## src/rtl/mem_stage_pipe_pkg.sv

```systemverilog
// mem_stage_pipe_pkg: shared FSM state type, funct3 load/store encodings and defaults for the memory stage.
package mem_stage_pipe_pkg;
  typedef enum logic [1:0] {IDLE, ACCESS, DONE} state_t;
  localparam logic [2:0] F3_B  = 3'b000;
  localparam logic [2:0] F3_H  = 3'b001;
  localparam logic [2:0] F3_W  = 3'b010;
  localparam logic [2:0] F3_BU = 3'b100;
  localparam logic [2:0] F3_HU = 3'b101;
  localparam int TIMEOUT_DEF = 255;
endpackage

```

## src/rtl/mem_lane_align.sv

```systemverilog
// mem_lane_align: combinational byte-enable generation, store lane replication and load extraction/extension.
module mem_lane_align
  import mem_stage_pipe_pkg::*;
#(
  parameter int XLEN = 32
) (
  input  logic [2:0]        funct3,
  input  logic [1:0]        addr,
  input  logic [XLEN-1:0]   wdata,
  input  logic [XLEN-1:0]   rdata,
  output logic [XLEN/8-1:0] be,
  output logic [XLEN-1:0]   wdata_rep,
  output logic [XLEN-1:0]   rdata_ext,
  output logic              misaligned
);
  localparam int BW = XLEN / 8;
  logic [7:0]  b;
  logic [15:0] h;
  // funct3[1] selects word size, funct3[0] half, otherwise byte
  assign be = funct3[1] ? '1 : funct3[0] ? BW'(3) << {addr[1], 1'b0} : BW'(1) << addr;
  assign wdata_rep = funct3[1] ? wdata : funct3[0] ? {(XLEN/16){wdata[15:0]}} : {BW{wdata[7:0]}};
  assign misaligned = funct3[1] ? addr != 2'b00 : funct3[0] & addr[0];
  assign b = 8'(rdata >> {addr, 3'b000});
  assign h = 16'(rdata >> {addr[1], 4'b0000});
  assign rdata_ext = funct3 == F3_B  ? {{(XLEN-8){b[7]}}, b} :
                     funct3 == F3_H  ? {{(XLEN-16){h[15]}}, h} :
                     funct3 == F3_BU ? {{(XLEN-8){1'b0}}, b} :
                     funct3 == F3_HU ? {{(XLEN-16){1'b0}}, h} : rdata;
endmodule

```

## src/rtl/mem_stage_pipe.sv

```systemverilog
// mem_stage_pipe: memory pipeline stage with a variable-latency bus handshake and writeback register.
// Define MEM_STAGE_PERF_EN to add saturating perf_mem_ops/perf_stall_cycles/perf_errors counters.
module mem_stage_pipe
  import mem_stage_pipe_pkg::*;
#(
  parameter int XLEN    = 32,
  parameter int RD_W    = 5,
  parameter int TIMEOUT = TIMEOUT_DEF
) (
  input  logic              clk,
  input  logic              rst,
  input  logic              m_valid,
  output logic              m_ready,
  input  logic              m_regwrite,
  input  logic              m_memread,
  input  logic              m_memwrite,
  input  logic [1:0]        m_resultsrc,
  input  logic [2:0]        m_funct3,
  input  logic [RD_W-1:0]   m_rd,
  input  logic [XLEN-1:0]   m_pc4,
  input  logic [XLEN-1:0]   m_alu,
  input  logic [XLEN-1:0]   m_wdata,
  output logic              mem_req,
  output logic              mem_we,
  output logic [XLEN-1:0]   mem_addr,
  output logic [XLEN-1:0]   mem_wdata,
  output logic [XLEN/8-1:0] mem_be,
  input  logic              mem_ack,
  input  logic              mem_err,
  input  logic [XLEN-1:0]   mem_rdata,
  output logic              w_valid,
  output logic              w_regwrite,
  output logic [1:0]        w_resultsrc,
  output logic [RD_W-1:0]   w_rd,
  output logic [XLEN-1:0]   w_pc4,
  output logic [XLEN-1:0]   w_alu,
  output logic [XLEN-1:0]   w_rdata,
  output logic              stall,
  output logic              mem_error,
`ifdef MEM_STAGE_PERF_EN
  output logic [31:0]       perf_mem_ops,
  output logic [31:0]       perf_stall_cycles,
  output logic [31:0]       perf_errors,
`endif
  output logic              timeout_err
);
  localparam int CW = $clog2(TIMEOUT + 1);
  state_t            state;
  logic [CW-1:0]     cnt;
  logic [2:0]        op_funct3;
  logic              op_regwrite;
  logic [1:0]        op_resultsrc;
  logic [RD_W-1:0]   op_rd;
  logic [XLEN-1:0]   op_pc4, op_alu;
  logic [XLEN/8-1:0] be;
  logic [XLEN-1:0]   wdata_rep, rdata_ext;
  logic              misaligned, xfer, is_mem, tmo;
  assign m_ready = state == IDLE;
  assign stall   = state == ACCESS;
  assign xfer    = m_valid & m_ready;
  assign is_mem  = m_memread | m_memwrite;
  assign tmo     = stall & ~mem_ack & (cnt == CW'(TIMEOUT - 1));
  // IDLE aligns the incoming op; afterwards the captured op drives load extraction
  mem_lane_align #(.XLEN(XLEN)) u_align (
    .funct3    (m_ready ? m_funct3 : op_funct3),
    .addr      (m_ready ? m_alu[1:0] : op_alu[1:0]),
    .wdata     (m_wdata),
    .rdata     (mem_rdata),
    .be        (be),
    .wdata_rep (wdata_rep),
    .rdata_ext (rdata_ext),
    .misaligned(misaligned)
  );
  always_ff @(posedge clk or negedge rst)
    if (!rst) begin
      state <= IDLE;
      cnt <= '0;
      {op_funct3, op_regwrite, op_resultsrc, op_rd, op_pc4, op_alu} <= '0;
      {mem_req, mem_we, mem_be, mem_addr, mem_wdata} <= '0;
      {w_valid, w_regwrite, w_resultsrc, w_rd, w_pc4, w_alu, w_rdata} <= '0;
      mem_error <= 1'b0;
      timeout_err <= 1'b0;
    end else begin
      w_valid <= 1'b0;
      mem_error <= 1'b0;
      timeout_err <= 1'b0;
      case (state)
        IDLE: if (xfer) begin
          if (!is_mem || misaligned) begin
            w_valid <= 1'b1;
            w_regwrite <= m_regwrite & ~is_mem;
            w_resultsrc <= m_resultsrc;
            w_rd <= m_rd;
            w_pc4 <= m_pc4;
            w_alu <= m_alu;
            mem_error <= is_mem;
            state <= is_mem ? DONE : IDLE;
          end else begin
            {op_funct3, op_regwrite, op_resultsrc, op_rd, op_pc4, op_alu} <=
              {m_funct3, m_regwrite, m_resultsrc, m_rd, m_pc4, m_alu};
            {mem_req, mem_we, mem_be, mem_addr, mem_wdata} <= {1'b1, m_memwrite, be, m_alu, wdata_rep};
            cnt <= '0;
            state <= ACCESS;
          end
        end
        ACCESS: if (mem_ack || tmo) begin
          mem_req <= 1'b0;
          w_valid <= 1'b1;
          w_regwrite <= op_regwrite & mem_ack & ~mem_err;
          w_resultsrc <= op_resultsrc;
          w_rd <= op_rd;
          w_pc4 <= op_pc4;
          w_alu <= op_alu;
          w_rdata <= mem_ack ? rdata_ext : w_rdata;
          mem_error <= mem_ack & mem_err;
          timeout_err <= ~mem_ack;
          state <= DONE;
        end else cnt <= cnt + 1'b1;
        default: state <= IDLE;
      endcase
    end
`ifdef MEM_STAGE_PERF_EN
  always_ff @(posedge clk or negedge rst)
    if (!rst) begin
      perf_mem_ops <= '0;
      perf_stall_cycles <= '0;
      perf_errors <= '0;
    end else begin
      if (stall && mem_ack && ~&perf_mem_ops) perf_mem_ops <= perf_mem_ops + 1'b1;
      if (stall && ~&perf_stall_cycles) perf_stall_cycles <= perf_stall_cycles + 1'b1;
      if ((mem_error || timeout_err) && ~&perf_errors) perf_errors <= perf_errors + 1'b1;
    end
`endif
endmodule

```

## config.mk

```make
export PLATFORM = sky130hd
export DESIGN_NAME = mem_stage_pipe
export DESIGN_NICKNAME = d
export VERILOG_FILES = /design/src/rtl/mem_stage_pipe_pkg.sv /design/src/rtl/mem_lane_align.sv /design/src/rtl/mem_stage_pipe.sv
export SDC_FILE = /design/constraint.sdc
export NUM_CORES = 1
export LEC_CHECK = 0
export BUFFER_PORTS_ARGS = -buffer_cell sky130_fd_sc_hd__buf_2
export CORE_ASPECT_RATIO = 1.5
export CORE_MARGIN = 4
export CORE_UTILIZATION = 34
export DETAILED_ROUTE_END_ITERATION = 7
export GPL_TIMING_DRIVEN = 0
export SYNTH_ARGS = -nofsm -noshare
export SYNTH_HDL_FRONTEND = slang
export SYNTH_SLANG_ARGS = --single-unit
```

## constraint.sdc

```tcl
create_clock -name clk -period 4.4 [get_ports clk]
set_input_delay 0.22 -clock clk [delete_from_list [all_inputs] [get_ports clk]]
set_output_delay 0.22 -clock clk [all_outputs]
set_load 0.05 [all_outputs]
```

==> metrics.txt, run 1 <==
ys flop type=dfrtp_1; clk_lat worst skew=approximately 0.53 ns; Buffers on Ports=between 300 and 400; GR Util All Layers=around 21%; FF-to-FF Start=state[0]$_DFFE_PN0P_; clk slew on worst S/H paths=approximately 0.07 ns; starting density of the core=34.58%; max_cap viols=0; cts repair resizes=0; initial antenna violation count=0; Yosys reg bits=230; Vias per Instance=slightly below 5; area added between synthesis and finish=42.50%; synth warn=0; Max VDD drop=between 0.4 and 0.5 mV; leakage=around 0.0077 uW; Die Footprint=approximately 0.033 sq mm; first-pass GRT wire length=roughly 54000 um; Worst Tran Pin Value=approximately 0.9 ns; WL final=roughly 35000 um; FF-to-FF setup slack=between 1 and 1.5 ns; Hold EP=w_rdata[8]$_DFFE_PN0P_; CP required=roughly 4.8 ns; register area=0.005756 sq mm; R2R cell count=8; Worst EP arrival=about 3.4 ns; Setup crit end kind=register; ys async rst share=between 90% and 100%; Final Slew Violations=0; synth top area cells=dfrtp_1 56%, nand2_1 14%, mux2i_1 9.0%; largest area contributor in the synthesized netlist=dfrtp_1; final number of hold-violating endpoints=0; Vert. Die Dim=between 200 and 250 um; fin cells=1981; CTS H-Tree Depth=1; post-CTS setup buffers=0; TritonCTS clock tree=yes; Slew headroom=40.02%; Post-synth EDFFs=0; Setup crit start kind=register; largest net degree at the start of global routing=~100; Power Dens Cells=892.5 mW/mm^2; leading cell types by count after synthesis=394 x nand2_1, 230 x dfrtp_1, 92 x mux2i_1, 79 x nor2_1, 66 x o21ai_0; count of cell types in the netlist=50; Starting DRT DRC Count=480; cell with the most instances after synthesis=nand2_1; Filler Cell Count=approximately 2800; min-delay worst type=in -> reg; Core Util, Final=49.28%; Setup CP Type=reg -> reg; Ports=roughly 330; register area share after synthesis=56.27%; Final Setup Violations=0; Post-Syn Area=0.01023 sq mm; hold_sp=mem_rdata[8]; Period minus WS final=2.972 ns; clock buffer depth=3; final routed DRC violation total=0; final net count=1720; Crit. Startpoint=state[0]$_DFFE_PN0P_; clock tree root driver cell=clkbuf_16; critical path peak fanout=10; Overflow after GRT=0; drt first pass iters=7; via count=between 9000 and 10000; Max Freq=0.3365 GHz; share of layout cells above drive strength 1=25.87%; RSZ-0062 raised after global routing=false; dpl hpwl=25120 um; Avg WL per Cell=roughly 18 um; outcome=complete, no violations; Syn Nets=around 1200; CORE AREA=between 0.02 and 0.03 sq mm; die width=149.6 um; row count=between 70 and 80; placed insts=approximately 1800; Syn Area/Cell=9.462 sq um; clock buffer count from CTS=24; WHS Path Cells=3; area occupied by multi-input gates=~0.0041 sq mm; Final Cycle Share=between 60% and 70%; reg2reg end=mem_wdata[9]$_DFFE_PN0P_; Synth Instances=about 1100; RD Place Congestion=between 0.8 and 0.9; antenna-violating nets left=0; vias in the first global route=between 10000 and 15000; Synth top area share=around 56%; Setup Skew=between 0.01 and 0.015 ns; clk sink count=230
flip-flops by register name, indices dropped and copies added, names as in the netlist:
register	count
mem_req	1
w_alu	32
w_rd	5
w_regwrite	1
mem_wdata	32
state	2
op_funct3	3
mem_error	1
mem_be	4
w_rdata	32
timeout_err	1
w_pc4	32
op_resultsrc	2
op_alu	32
w_valid	1
mem_we	1
w_resultsrc	2
cnt	8
op_regwrite	1
op_pc4	32
op_rd	5
how the worst max path moves through the flow:
stage | slack (ns) | end | depth (start not counted)
2_1_floorplan | 2.21 | w_rdata[20]$_DFFE_PN0P_ | 8
3_3_place_gp | -1.17 | w_pc4[19]$_DFFE_PN0P_ | 1
3_5_place_dp | 1.72 | w_rdata[15]$_DFFE_PN0P_ | 6
4_1_cts | 1.40 | mem_wdata[19]$_DFFE_PN0P_ | 8
5_1_grt | 1.20 | mem_wdata[19]$_DFFE_PN0P_ | 8
6_report | 1.43 | mem_wdata[9]$_DFFE_PN0P_ | 8
kinds of logic after synthesis:
kind of cell	Yosys count	synth area share, %
and+or+nand+nor	500	19.07
AOI/OAI and AO/OA	179	10.45
xor gates and xnor gates	6	0.5138
DFF	230	56.27
muxes	95	9.480
buffers and inverters	69	3.975
adders and majority gates	2	0.2446
power by group:
group	total (uW)	internal, uW	switching, uW
combinational	7270	1940	5330
sequential	3690	3120	576
clock	2040	1190	853
total	13000	6250	6760
worst max-delay path: stages, from the launching register on:
cell           delay (ns)
dfrtp_1              0.47
nor2_4               0.28
mux2i_1              0.43
a21oi_2              0.13
nor3_1               0.23
buf_2                0.33
buf_2                0.30
a31oi_1              0.10
dlygate4sd3_1        0.57
final cells by class:
type	count	share of cell area [%]
plain buffers	65	2.687
multi-input cells	782	27.90
clock buffers	35	4.962
well taps	395	3.391
inverters	4	0.1030
diodes	1	0.01717
clock inverters	4	0.3348
repair buffers	465	21.12
flip-flops and latches	230	39.49
cells in the final DEF, fill, tap and decap left out, types with 2 or more instances in the layout:
cell type      synthesis  final
nand3_1                5      5
ha_1                   2      2
o22ai_1                9      9
nand2_1              394    394
buf_16                 0      2
buf_1                  3      3
buf_6                 16     16
nor2_1                79     79
mux2i_1               92     92
dfrtp_1              230    230
clkbuf_1              24     28
nor3_1                 4      4
clkbuf_8               0      6
dlygate4sd3_1          0    139
or3_1                  2      2
inv_1                  3      3
a21oi_1               35     35
nand4_1                3      3
o21ai_1               20     20
clkinv_2               0      2
buf_2                 19    342
xnor2_1                2      2
clkbuf_16              0     25
o21a_1                 2      2
nand2b_1               4      4
clkbuf_2               3      3
xor2_1                 4      4
a2bb2oi_1              7      7
o21ai_0               66     66
a22oi_1                7      7
a31oi_1               22     22
timing repair:
action | 4_1_cts | 5_1_grt
hold endpoints to repair | 237 | 0
setup endpoints to repair | 0 | 0
hold buffers | 139 | 0
through the flow:
step | setup slack, ns | hold slack [ns] | total power, uW | instance area [sq um] | setup TNS (ns)
detailed placement | 1.717 | 0.1824 | 10910 | 12410 | 0
global route | 1.204 | 0.02888 | 13820 | 14570 | 0
finish | 1.428 | 0.04006 | 13010 | 14580 | 0
CTS | 1.395 | 0.009915 | 13140 | 14570 | 0
floorplan | 2.208 | -0.07559 | 8908 | 10230 | 0
global placement | -1.175 | 0.4277 | 10790 | 12340 | -263.40
metal layers:
metal	part of all wire [%]	wire length (um)	vias up	GRT usage, %
met3	5.9	2067	87	3.647
li1	-	-	4562	-
met2	51	17740	348	36.77
met5	0	0	-	0
met4	4.4	1542	0	9.099
met1	39	13470	4512	24.58
No activity file was read; power rests on OpenSTA's default activity.
==> run 2, diff against run 1 <==
clock period = 3 ns   (was 4.4 ns; I/O delays follow)
==> run 2 against run 1 <==
  * Maximum frequency up 8.2%
  * Routed wire length rose by 0.16%
  * Count of clock-buffer cells in the layout unchanged
  * Sequential share of layout area decreased by 0.16 points
  * Largest cell class unchanged
  * Largest power group unchanged
==> metrics.txt, run 2 (same netlist as run 1, synthesis figures left out) <==
outcome=complete, no violations (unchanged); FF-to-FF Start=state[1]$_DFFE_PN0P_ (was state[0]$_DFFE_PN0P_); dpl hpwl=25120 um (unchanged); FF-to-FF setup slack=0.25 ns (was 1.43 ns); RSZ-0062 raised after global routing=false (unchanged); Slew headroom=38.56% (was 40.02%); share of layout cells above drive strength 1=25.77% (was 25.87%); final net count=1726 (was 1720); Setup TNS=0 ns (unchanged); final routed DRC violation total=0 (unchanged); Core Util, Final=49.48% (was 49.28%); Setup Skew=0.01548 ns (was 0.01430 ns); Vias per Instance=4.780 (was 4.800); P_int=9122 uW (was 6249 uW); final number of hold-violating endpoints=0 (unchanged); Starting DRT DRC Count=470 (was 480); placed insts=1802 (unchanged); Setup crit end kind=register (unchanged); Gate power share=55.8% (was 55.9%); Clock power frac=15.7% (about the same); reg2reg end=mem_error$_DFF_PN0_ (was mem_wdata[9]$_DFFE_PN0P_); Sw Share=52.06% (was 51.96%); clk sink count=230 (unchanged); Worst EP arrival=3.15 ns (was 3.38 ns); R2R cell count=7 (was 8); CTS H-Tree Depth=1 (unchanged); Vert. Die Dim=220.4 um (unchanged); Setup crit start kind=register (unchanged); first-pass GRT wire length=54570 um (was 54420 um); die width=149.6 um (unchanged); largest net degree at the start of global routing=102 (unchanged); Max Freq=0.3640 GHz (was 0.3365 GHz); CP required=3.40 ns (was 4.81 ns); RD Place Congestion=0.8551 (unchanged); Ports=325 (unchanged); post-CTS setup buffers=0 (unchanged); TritonCTS clock tree=yes (unchanged); max_cap viols=0 (unchanged); fin cells=1987 (was 1981); placed cell area=0.01241 sq mm (unchanged); area added between synthesis and finish=43.08% (was 42.50%); clock tree root driver cell=clkbuf_16 (unchanged); Setup CP Type=reg -> reg (unchanged); leakage=0.007699 uW (was 0.007669 uW); antenna-violating nets left=0 (unchanged); GR Util All Layers=20.79% (was 20.74%); vias in the first global route=10120 (was 10040); clock buffer count from CTS=24 (unchanged); Filler Cell Count=2813 (was 2825); clock buffer depth=3 (unchanged); Sw Pwr=9906 uW (was 6760 uW); final instance area=0.01464 sq mm (was 0.01458 sq mm); Tot Pwr=19030 uW (was 13010 uW); Power Dens Cells=1300 mW/mm^2 (was 892.5 mW/mm^2); initial antenna violation count=0 (unchanged); starting density of the core=34.58% (unchanged); WL final=34880 um (was 34820 um); Period minus WS final=2.747 ns (was 2.972 ns); via count=9497 (was 9509); clk_lat worst skew=0.53 ns (about the same); row count=77 (unchanged); min-delay worst type=in -> async (was in -> reg); Die Footprint=0.03298 sq mm (unchanged); Worst Tran Pin Value=0.9173 ns (was 0.8955 ns); most common cell after layout, fill and taps aside=nand2_1 (unchanged); Final Slew Violations=0 (unchanged); clk slew on worst S/H paths=0.07 ns (about the same); critical path peak fanout=10 (unchanged); drt first pass iters=5 (was 7); commonest non-fill, non-tap cells in the layout=394 x nand2_1, 342 x buf_2, 230 x dfrtp_1 (unchanged); Buffers on Ports=324 (unchanged); Final Cycle Share=91.58% (was 67.54%); Final Setup Violations=0 (unchanged); Sequential Power Share=28.5% (was 28.4%); Overflow after GRT=0 (unchanged); CORE AREA=0.02958 sq mm (unchanged); Max VDD drop=0.7263 mV (was 0.4495 mV); Avg WL per Cell=17.55 um (was 17.58 um)
## run 2: area by class of cell
| cell class | count | area, sq um | area share (%) |
|---|---|---|---|
| flip-flops and latches | 230 | 5756 | 39.33 |
| well taps | 395 | 494.2 | 3.377 |
| multi-input cells | 782 | 4066 | 27.78 |
| clock buffers | 35 | 723.2 | 4.941 |
| repair buffers | 471 | 3138 | 21.44 |
| clock inverters | 4 | 48.80 | 0.3334 |
| inverters | 4 | 15.01 | 0.1026 |
| plain buffers | 65 | 391.6 | 2.676 |
| diodes | 1 | 2.502 | 0.01710 |
## run 2: per-stage QoR
step,hold WS (ns),setup slack (ns)
4_1_cts,0.1169,0.2872
6_report,0.1395,0.2526
3_3_place_gp,0.3577,-2.505
2_1_floorplan,-0.1456,0.8077
3_5_place_dp,0.1124,0.3169
5_1_grt,0.1606,0.07804
## run 2: worst max path at each step
stage                    startpoint                      end  slack (ns)  cells past startpoint
2_1_floorplan  state[0]$_DFFE_PN0P_  w_rdata[20]$_DFFE_PN0P_        0.81                      8
3_3_place_gp                    rst    w_pc4[19]$_DFFE_PN0P_       -2.50                      1
3_5_place_dp   state[0]$_DFFE_PN0P_  w_rdata[15]$_DFFE_PN0P_        0.32                      6
4_1_cts        state[0]$_DFFE_PN0P_  w_rdata[15]$_DFFE_PN0P_        0.29                      6
5_1_grt        state[1]$_DFFE_PN0P_      mem_error$_DFF_PN0_        0.08                      7
6_report       state[1]$_DFFE_PN0P_      mem_error$_DFF_PN0_        0.25                      7
## run 2: power by group through the flow
stage / registers [uW] / clock network, uW / logic, uW
floorplan: 9310 / 0 / 3750
global placement: 5400 / 0 / 10400
detailed placement: 5450 / 0 / 10600
CTS: 5410 / 3080 / 10700
global route: 5590 / 3200 / 11400
finish: 5420 / 2990 / 10600
## run 2: worst max-delay path, stage by stage (launching register included)
cell and delay [ns]:
dfrtp_1 0.47, nand2b_1 0.23, clkinv_1 0.26, and2_1 0.25, clkbuf_1 0.20, clkbuf_1 0.34
a32o_1 0.30, dlygate4sd3_1 0.56
## run 2: timing repair
item,in CTS,in global routing
endpoints found under the setup margin,0,0
gates resized for setup,0,0
hold buffers,145,0
hold endpoints to repair,283,0
## run 2: per-layer routing
metal | up-vias | part of all wire, % | global-route usage [%]
met2 | 333 | 51 | 36.86
met4 | 0 | 4.5 | 9.344
met1 | 4505 | 39 | 24.50
met3 | 88 | 5.9 | 3.749
li1 | 4571 | - | -
met5 | - | 0 | 0
